**src/rtl/usb_cmd_engine.sv**
```systemverilog
// USB command engine: parses header + little-endian length, then streams
// payload bytes into the register file (write) or out through tx (read).
module usb_cmd_engine #(
  parameter int unsigned LEN_BYTES      = 2,
  parameter int unsigned TIMEOUT_CYCLES = 65535
) (
  input  logic                   clk_usb,
  input  logic                   reset_n,
  input  logic                   byte_ready,
  input  logic [7:0]             reg_usb_data_in,
  output logic [5:0]             reg_cmd,
  output logic [8*LEN_BYTES-1:0] reg_bytecount,
  output logic [7:0]             reg_data_in,
  output logic                   reg_write,
  output logic                   reg_read,
  input  logic [7:0]             reg_data_out,
  output logic                   tx_valid,
  output logic [7:0]             tx_data,
  input  logic                   tx_ready,
  output logic                   busy,
  output logic                   cmd_error
);

  localparam int unsigned LEN_W = 8 * LEN_BYTES;
  localparam int unsigned TMR_W = (TIMEOUT_CYCLES < 2) ? 1 : $clog2(TIMEOUT_CYCLES + 1);
  localparam logic [1:0]       LEN_LAST = 2'(LEN_BYTES - 1);
  localparam logic [TMR_W-1:0] TMR_END  = TMR_W'(TIMEOUT_CYCLES);
  localparam bit               TMR_EN   = (TIMEOUT_CYCLES != 0);

  typedef enum logic [2:0] {
    HDR     = 3'd0,
    LEN     = 3'd1,
    WR_DATA = 3'd2,
    RD_REQ  = 3'd3,
    RD_WAIT = 3'd4,
    RD_SEND = 3'd5
  } state_t;

  state_t state, state_nxt;

  logic [LEN_W-1:0] len, len_nxt, len_acc;
  logic [LEN_W-1:0] k, k_nxt;
  logic [1:0]       lcnt, lcnt_nxt;
  logic             mode_wr, mode_wr_nxt;
  logic [TMR_W-1:0] tmr, tmr_nxt;
  logic             tmo;
  logic             k_last;

  logic [5:0]       cmd_nxt;
  logic [LEN_W-1:0] bc_nxt;
  logic [7:0]       din_nxt;
  logic             write_nxt, read_nxt, txv_nxt, err_nxt;
  logic [7:0]       txd_nxt;

  always_ff @(posedge clk_usb or negedge reset_n) begin
    if (!reset_n) begin
      state         <= HDR;
      len           <= '0;
      k             <= '0;
      lcnt          <= '0;
      mode_wr       <= 1'b0;
      tmr           <= '0;
      reg_cmd       <= '0;
      reg_bytecount <= '0;
      reg_data_in   <= '0;
      reg_write     <= 1'b0;
      reg_read      <= 1'b0;
      tx_valid      <= 1'b0;
      tx_data       <= '0;
      cmd_error     <= 1'b0;
    end else begin
      state         <= state_nxt;
      len           <= len_nxt;
      k             <= k_nxt;
      lcnt          <= lcnt_nxt;
      mode_wr       <= mode_wr_nxt;
      tmr           <= tmr_nxt;
      reg_cmd       <= cmd_nxt;
      reg_bytecount <= bc_nxt;
      reg_data_in   <= din_nxt;
      reg_write     <= write_nxt;
      reg_read      <= read_nxt;
      tx_valid      <= txv_nxt;
      tx_data       <= txd_nxt;
      cmd_error     <= err_nxt;
    end
  end

  assign busy    = (state != HDR);
  assign len_acc = len | (LEN_W'(reg_usb_data_in) << {lcnt, 3'b000});
  assign k_last  = (k == len - LEN_W'(1));
  assign tmo     = TMR_EN && (tmr == TMR_END);

  always_comb begin
    state_nxt   = state;
    len_nxt     = len;
    k_nxt       = k;
    lcnt_nxt    = lcnt;
    mode_wr_nxt = mode_wr;
    cmd_nxt     = reg_cmd;
    bc_nxt      = reg_bytecount;
    din_nxt     = reg_data_in;
    write_nxt   = 1'b0;
    read_nxt    = 1'b0;
    txv_nxt     = tx_valid;
    txd_nxt     = tx_data;
    err_nxt     = 1'b0;

    case (state)
      HDR: begin
        if (byte_ready) begin
          cmd_nxt     = reg_usb_data_in[5:0];
          mode_wr_nxt = reg_usb_data_in[6];
          len_nxt     = '0;
          k_nxt       = '0;
          lcnt_nxt    = '0;
          bc_nxt      = '0;
          // modes 00/01 are reserved; only 10 (read) and 11 (write) start a frame
          if (!reg_usb_data_in[7]) err_nxt = 1'b1;
          else                     state_nxt = LEN;
        end
      end
      LEN: begin
        if (byte_ready) begin
          len_nxt  = len_acc;
          lcnt_nxt = lcnt + 2'd1;
          if (lcnt == LEN_LAST) begin
            if (len_acc == '0) begin
              state_nxt = HDR;
            end else if (mode_wr) begin
              state_nxt = WR_DATA;
            end else begin
              state_nxt = RD_REQ;
              read_nxt  = 1'b1;
              bc_nxt    = k;
            end
          end
        end else if (tmo) begin
          err_nxt   = 1'b1;
          state_nxt = HDR;
        end
      end
      WR_DATA: begin
        if (byte_ready) begin
          din_nxt   = reg_usb_data_in;
          bc_nxt    = k;
          write_nxt = 1'b1;
          k_nxt     = k + LEN_W'(1);
          if (k_last) state_nxt = HDR;
        end else if (tmo) begin
          err_nxt   = 1'b1;
          state_nxt = HDR;
        end
      end
      RD_REQ: begin
        state_nxt = RD_WAIT;
      end
      RD_WAIT: begin
        txd_nxt   = reg_data_out;
        txv_nxt   = 1'b1;
        state_nxt = RD_SEND;
      end
      RD_SEND: begin
        if (tx_ready) begin
          txv_nxt = 1'b0;
          k_nxt   = k + LEN_W'(1);
          if (k_last) begin
            state_nxt = HDR;
          end else begin
            state_nxt = RD_REQ;
            read_nxt  = 1'b1;
            bc_nxt    = k + LEN_W'(1);
          end
        end
      end
      default: state_nxt = HDR;
    endcase

    // idle counter restarts on any byte and on every state change; saturates at the limit
    if (state_nxt != state || byte_ready)
      tmr_nxt = '0;
    else if (TMR_EN && (state == LEN || state == WR_DATA) && !tmo)
      tmr_nxt = tmr + TMR_W'(1);
    else
      tmr_nxt = tmr;
  end

endmodule
```
**config.mk**
```make
export PLATFORM = sky130hd
export DESIGN_NAME = usb_cmd_engine
export DESIGN_NICKNAME = d
export VERILOG_FILES = /design/src/rtl/usb_cmd_engine.sv
export SDC_FILE = /design/constraint.sdc
export NUM_CORES = 1
export LEC_CHECK = 0
export ABC_AREA = 0
export BUFFER_PORTS_ARGS = -buffer_cell sky130_fd_sc_hd__buf_2
export CORE_MARGIN = 4
export CORE_UTILIZATION = 58
export DETAILED_ROUTE_END_ITERATION = 8
export PLACE_DENSITY = 0.8
export SLEW_MARGIN = 15
export SYNTH_ARGS = -nofsm -noshare
export SYNTH_HDL_FRONTEND = slang
export SYNTH_SLANG_ARGS = --single-unit
```
**constraint.sdc**
```tcl
create_clock -name clk_usb -period 3.5 [get_ports clk_usb]
set_input_delay 0.35 -clock clk_usb [delete_from_list [all_inputs] [get_ports clk_usb]]
set_output_delay 0.35 -clock clk_usb [all_outputs]
set_load 0.02 [all_outputs]
```
# After elaboration in Yosys (flattened, before gate mapping)
# Cells that the tools add are included.
# Widths: inputs -> output; s select.
# op_classes
n_addsub	4
n_eq_ne	17
n_shift	1
n_mux	47
bitwise_logic	1
reduce_logical	19
# op_table
operator	count
$mux 16	13
$pmux 16 s4	1
$pmux 16 s3	1
$add 16x1->16 const B	2
$pmux 16 s2	1
$mux 3	8
$pmux 3 s6	1
$eq 16x16->1	1
$eq 16x16->1 const B	1
$logic_not 16->1	1
$ne 2x2->1 const B	8
$or 16x16->16	1
$shl 8x5->16	1
$sub 16x1->16 const B	1
$mux 1	14
$reduce_and 9->1	1
$mux 2	4
$eq 3x2->1 const B	2
$eq 3x3->1 const B	2
$pmux 1 s2	3
$reduce_and 2->1	3
$reduce_bool 2->1	3
$reduce_bool 3->1	2
$pmux 2 s2	1
other kinds (12)	13
# word_totals
register_bits	96
inputBits	20
out_inout_bits	43

# Logic depth before layout (Yosys ltp)
# logic_depth
word_depth	10
depth_mapped	10

# Worst setup path before layout
# OpenSTA, ideal clock, no wires.
# synth_timing
path_type	reg2reg
from	register len[0]
to	register reg_bytecount[0]
setup_time_ps	125
t_arrival_ps	2753
required_time_ps	3375
path_slack_ps	622
stages_incl_launch_ff	10
path_buffers	1
path_cell_list	dfrtp_1 -> inv_1 -> ha_1 -> or3b_2 -> nor3_1 -> mux2_2 -> nand4b_1 -> o41ai_4 -> buf_6 -> mux2_2
# synth_between
elab_chain_len	4
# synth_rtl
element	line_no	text
from (decl)	41	logic [LEN_W-1:0] len, len_nxt, len_acc;
from (signal assigned)	73	len <= len_nxt;
$sub 16x1->16 or $or 16x16->16 (tied branches)	91, 90	
$eq 16x16->1 or $logic_not 16->1 (tied branches)	91, 128	
$ne 2x2->1 (no source line)	-	
$reduce_and 9->1 (no source line) (*)	-	
to (signal assigned)	79	reg_bytecount <= bc_nxt;
to (decl)	12	output logic [8*LEN_BYTES-1:0] reg_bytecount,
# Mark *: on every way between the ends. The rest lies on a longest branch, timed or not.
# A chain may end at the register's enable or synchronous reset.

# Final worst setup path
# layout_timing
from	register len[0]
to	register tmr[3]
# layout_between
elab_chain_len	9
# layout_rtl
element	line_no	text
branches (longest 5 deep; another with $sub 16x1->16)	-	
$pmux 3 s6 (*)	109	case (state)
$ne 3x3->1 (*)	180	if (state_nxt != state || byte_ready)
$logic_or 1x1->1 (*)	180	
$mux 16 or $reduce_bool 2->1 (tied branches)	-	
to (signal assigned)	77	tmr <= tmr_nxt;
to (decl)	45	logic [TMR_W-1:0] tmr, tmr_nxt;
# Every way passes the cells marked *.

==> impl_metrics.env <==
export IMPL_status="finished, violations left"
export IMPL_violations="negative hold slack"
export IMPL_synth_top_family_by_area="simple AND/OR/NAND/NOR gates"
export IMPL_top_level_ports=63
export IMPL_ys_ff_latch=96
export IMPL_syn_nets=542
export IMPL_cts_buffers=9
export IMPL_buffer_ports_inserted=62
export IMPL_diode_count=0
export IMPL_final_min_period_over_clock_period_pct=91.38
export IMPL_synthAdderAreaFrac_pct=0.9629
export IMPL_postSynthCellCount=518
export IMPL_fin_total_pwr_mw=4.531
export IMPL_rows=34
export IMPL_worst_ep_required_time_ns=3.72
export IMPL_synth_cell_type_count=54
export IMPL_core_region_area_sq_mm=0.008721
export IMPL_grt_max_degree=48
export IMPL_drtPass1Iterations=5
export IMPL_areaGrowthSynthToFinish_pct=11.89
export IMPL_syn_mean_instance_area_sq_um=10.03
export IMPL_finalSetupViolCount=0
export IMPL_cp_start_kind="flip-flop"
export IMPL_max_clock_path_buffers=2
export IMPL_routedWlPerCell_um=18.77
export IMPL_holdWs_ns=-0.01597
export IMPL_design_die_area_sq_mm=0.01054
export IMPL_globalplace_congestion=0.9060
export IMPL_post_layout_minimum_cycle_time_ns=3.198
export IMPL_chipHeight_um=102.7
export IMPL_mostFrequentLayoutCells="96 x sky130_fd_sc_hd__dfrtp_1, 61 x sky130_fd_sc_hd__buf_2, 40 x sky130_fd_sc_hd__mux2_2, 39 x sky130_fd_sc_hd__nor2_1, 36 x sky130_fd_sc_hd__o21ai_0"
export IMPL_layout_filler_cells=666
export IMPL_leakagePower_nw=2.644
export IMPL_detail_route_vias_per_cell=6.346
export IMPL_yosys_most_used_dff="sky130_fd_sc_hd__dfrtp_1"
export IMPL_detailedPlacementHpwl_um=8839
export IMPL_rsz_0062_raised_after_global_routing="false"
export IMPL_ir_worst_vdd_uv=501.5
export IMPL_timing_setup_critical_path_class="flip-flop to flip-flop"
export IMPL_power_per_cell_area_mw_per_mm2=779.1
export IMPL_critPathMaxFanout=16
export IMPL_maxClockFrequency_mhz=312.7
export IMPL_max_cap_violations=0
export IMPL_initial_utilization_pct=59.60
export IMPL_grt_first_pass_wirelength_um=20960
export IMPL_most_common_library_cell_in_the_layout_ignoring_fill_and_taps="sky130_fd_sc_hd__dfrtp_1"
export IMPL_number_of_nets_in_the_layout=591
export IMPL_htree_levels=3
export IMPL_timing_clock_skew_ns=0.008111
export IMPL_first_global_vias=4398
export IMPL_cts_clk_slew_worst_paths_ns=0.10
export IMPL_tightestPinTransition_ns=0.9572
export IMPL_drive_gt1_share_pct=25.17
export IMPL_synth_edff_count=0
export IMPL_crit_reg2reg_launch="len[0]$_DFFE_PN0P_"
export IMPL_syn_cell_area_sq_mm=0.005197
export IMPL_ff_latch_area_sq_mm=0.002402
export IMPL_insertion_delay_ns=0.37
export IMPL_synthesis_yosys_warnings=0
export IMPL_slew_limit_headroom_pct=35.69
export IMPL_globalRouteOverflowTotal=0
export IMPL_ys_seq_area_share_pct=46.22
export IMPL_die_w_um=102.7
export IMPL_antenna_violation_net_count_after_detailed_routing=0
export IMPL_vias=4315
export IMPL_finalHoldViolations=37
export IMPL_worst_endpoint_arrival_ns=3.42
export IMPL_min_path_type="input pin to asynchronous set/reset pin"
export IMPL_grt_use_total_pct=25.47
export IMPL_crit_path_start="len[0]$_DFFE_PN0P_"
export IMPL_drt_wl_total_um=12760
export IMPL_drtIter0Drc=276
export IMPL_synth_xor_xnor_area_share_pct=5.898
export IMPL_drc=0
export IMPL_yosys_mux_area_fraction_pct=9.052
export IMPL_end_kind="flip-flop"
export IMPL_fraction_of_the_mapped_netlist_area_in_compound_gates_pct=15.05
export IMPL_synthSimpleGateAreaFrac_pct=19.33
export IMPL_number_of_slew_limit_violations_in_the_final_report=0
export IMPL_number_of_antenna_violations_at_the_first_check_in_global_routing=0
export IMPL_tritoncts_clock_tree="yes"
export IMPL_cts_root_buf="sky130_fd_sc_hd__clkbuf_8"
export IMPL_multi_input_comb_area_sq_mm=0.002631
export IMPL_synth_async_reset_ratio_pct=100.0
export IMPL_cts_sinks=96
==> state kept, by name (all words and copies together), names as in the netlist, 3 cells and up <==
name           count
tmr               16
state              3
k                 16
reg_cmd            6
len               16
reg_data_in        8
tx_data            8
reg_bytecount     16
==> through the flow <==
stage                     util (%)  setup slack (ns)  cell area [sq um]  setup TNS, ns  instances
after floorplan                  -            0.6219               5197              0        518
after global placement       64.07            0.2091               5588              0        664
after detailed placement     64.07          -0.05173               5588        -0.3765        664
after CTS                    66.59            0.2441               5807              0        680
after global routing         66.69           0.04323               5816              0        680
final                        66.69            0.3018               5816              0        680
==> power by group <==
group	internal, mW	total, mW	switching (mW)	leakage [nW]
clock network	0.375	0.787	0.413	0.103
logic	0.864	2.11	1.24	1.27
registers	1.37	1.64	0.267	1.27
==> final timing paths <==
kind	end	slack, ns	cells after the start
setup / recovery	tmr[3]$_DFFE_PN0P_	0.30	9
hold / removal	k[9]$_DFFE_PN0P_	-0.02	1
setup reg to reg	tmr[3]$_DFFE_PN0P_	0.30	9
hold reg to reg	tx_valid$_DFFE_PN0P_	0.50	1
max in group asynchronous	tx_valid$_DFFE_PN0P_	2.73	2
min in group clk_usb	tx_data[1]$_DFFE_PN0P_	0.21	2
==> cell families (layout without fill, tap and decap cells) <==
family,after synthesis,after routing
AO/OA/AOI/OAI,114,114
flip-flops,96,96
AND/OR/NAND/NOR,182,182
buffers and inverters,45,99
XOR/XNOR,35,35
multiplexers,42,42
adder cells (fa/ha/maj),4,4
==> critical path, cell delays in order (launching register included) <==
cell and delay, ns:
sky130_fd_sc_hd__dfrtp_1 0.47, sky130_fd_sc_hd__inv_1 0.09, sky130_fd_sc_hd__ha_1 0.23, sky130_fd_sc_hd__nor3b_1 0.55, sky130_fd_sc_hd__nand4b_1 0.16, sky130_fd_sc_hd__a211o_1 0.33
sky130_fd_sc_hd__a21boi_0 0.20, sky130_fd_sc_hd__nand4_1 0.17, sky130_fd_sc_hd__a22oi_2 0.69, sky130_fd_sc_hd__nor4_1 0.14
==> timing repair <==
action,CTS,global route
gates resized for setup,1,0
buffers inserted,0,0
endpoints found under the setup margin,16,0
hold buffers,0,0
==> cell type report <==
cell class | instances | area share [%]
Inverter | 10 | 0.6454
Clock buffer | 11 | 2.603
Multi-Input combinational cell | 377 | 45.25
Sequential cell | 96 | 41.31
Tap cell | 108 | 2.324
Timing Repair Buffer | 73 | 6.799
Clock inverter | 5 | 1.076
==> Yosys cell counts, types with 3 or more instances <==
master | number | area share [%]
sky130_fd_sc_hd__dfrtp_1 | 96 | 46
sky130_fd_sc_hd__mux2_2 | 40 | 8.7
sky130_fd_sc_hd__nor2_1 | 39 | 2.8
sky130_fd_sc_hd__o21ai_0 | 36 | 3.5
sky130_fd_sc_hd__clkbuf_1 | 29 | 2.1
sky130_fd_sc_hd__nand2_1 | 29 | 2.1
sky130_fd_sc_hd__o31ai_1 | 24 | 3.5
sky130_fd_sc_hd__nand3_1 | 21 | 2.0
sky130_fd_sc_hd__nor4_1 | 19 | 2.3
sky130_fd_sc_hd__xor2_1 | 18 | 3.0
sky130_fd_sc_hd__a22o_1 | 17 | 2.9
sky130_fd_sc_hd__xnor2_1 | 17 | 2.9
sky130_fd_sc_hd__and3_1 | 14 | 1.7
sky130_fd_sc_hd__a21oi_1 | 12 | 1.2
sky130_fd_sc_hd__inv_1 | 10 | 0.72
sky130_fd_sc_hd__nor3_1 | 10 | 0.96
sky130_fd_sc_hd__nand4_1 | 6 | 0.72
sky130_fd_sc_hd__nor2b_1 | 6 | 0.72
sky130_fd_sc_hd__and2_1 | 5 | 0.60
sky130_fd_sc_hd__nand2b_1 | 5 | 0.60
sky130_fd_sc_hd__and4_1 | 4 | 0.67
sky130_fd_sc_hd__buf_2 | 4 | 0.39
sky130_fd_sc_hd__ha_1 | 4 | 0.96
sky130_fd_sc_hd__o22ai_1 | 4 | 0.48
sky130_fd_sc_hd__or2_2 | 4 | 0.48
sky130_fd_sc_hd__or3_1 | 4 | 0.48
sky130_fd_sc_hd__a211oi_1 | 3 | 0.43
sky130_fd_sc_hd__nor4b_1 | 3 | 0.51
==> per-layer routing <==
layer  GRT usage, %  wire [um]  vias up
met1          31.33       5244     2133
li1               -          -     2001
met3          4.195        689       31
met4          11.81        342        0
met5              0          0        -
met2          43.79       6488      150
No activity file was read; power rests on OpenSTA's default activity.
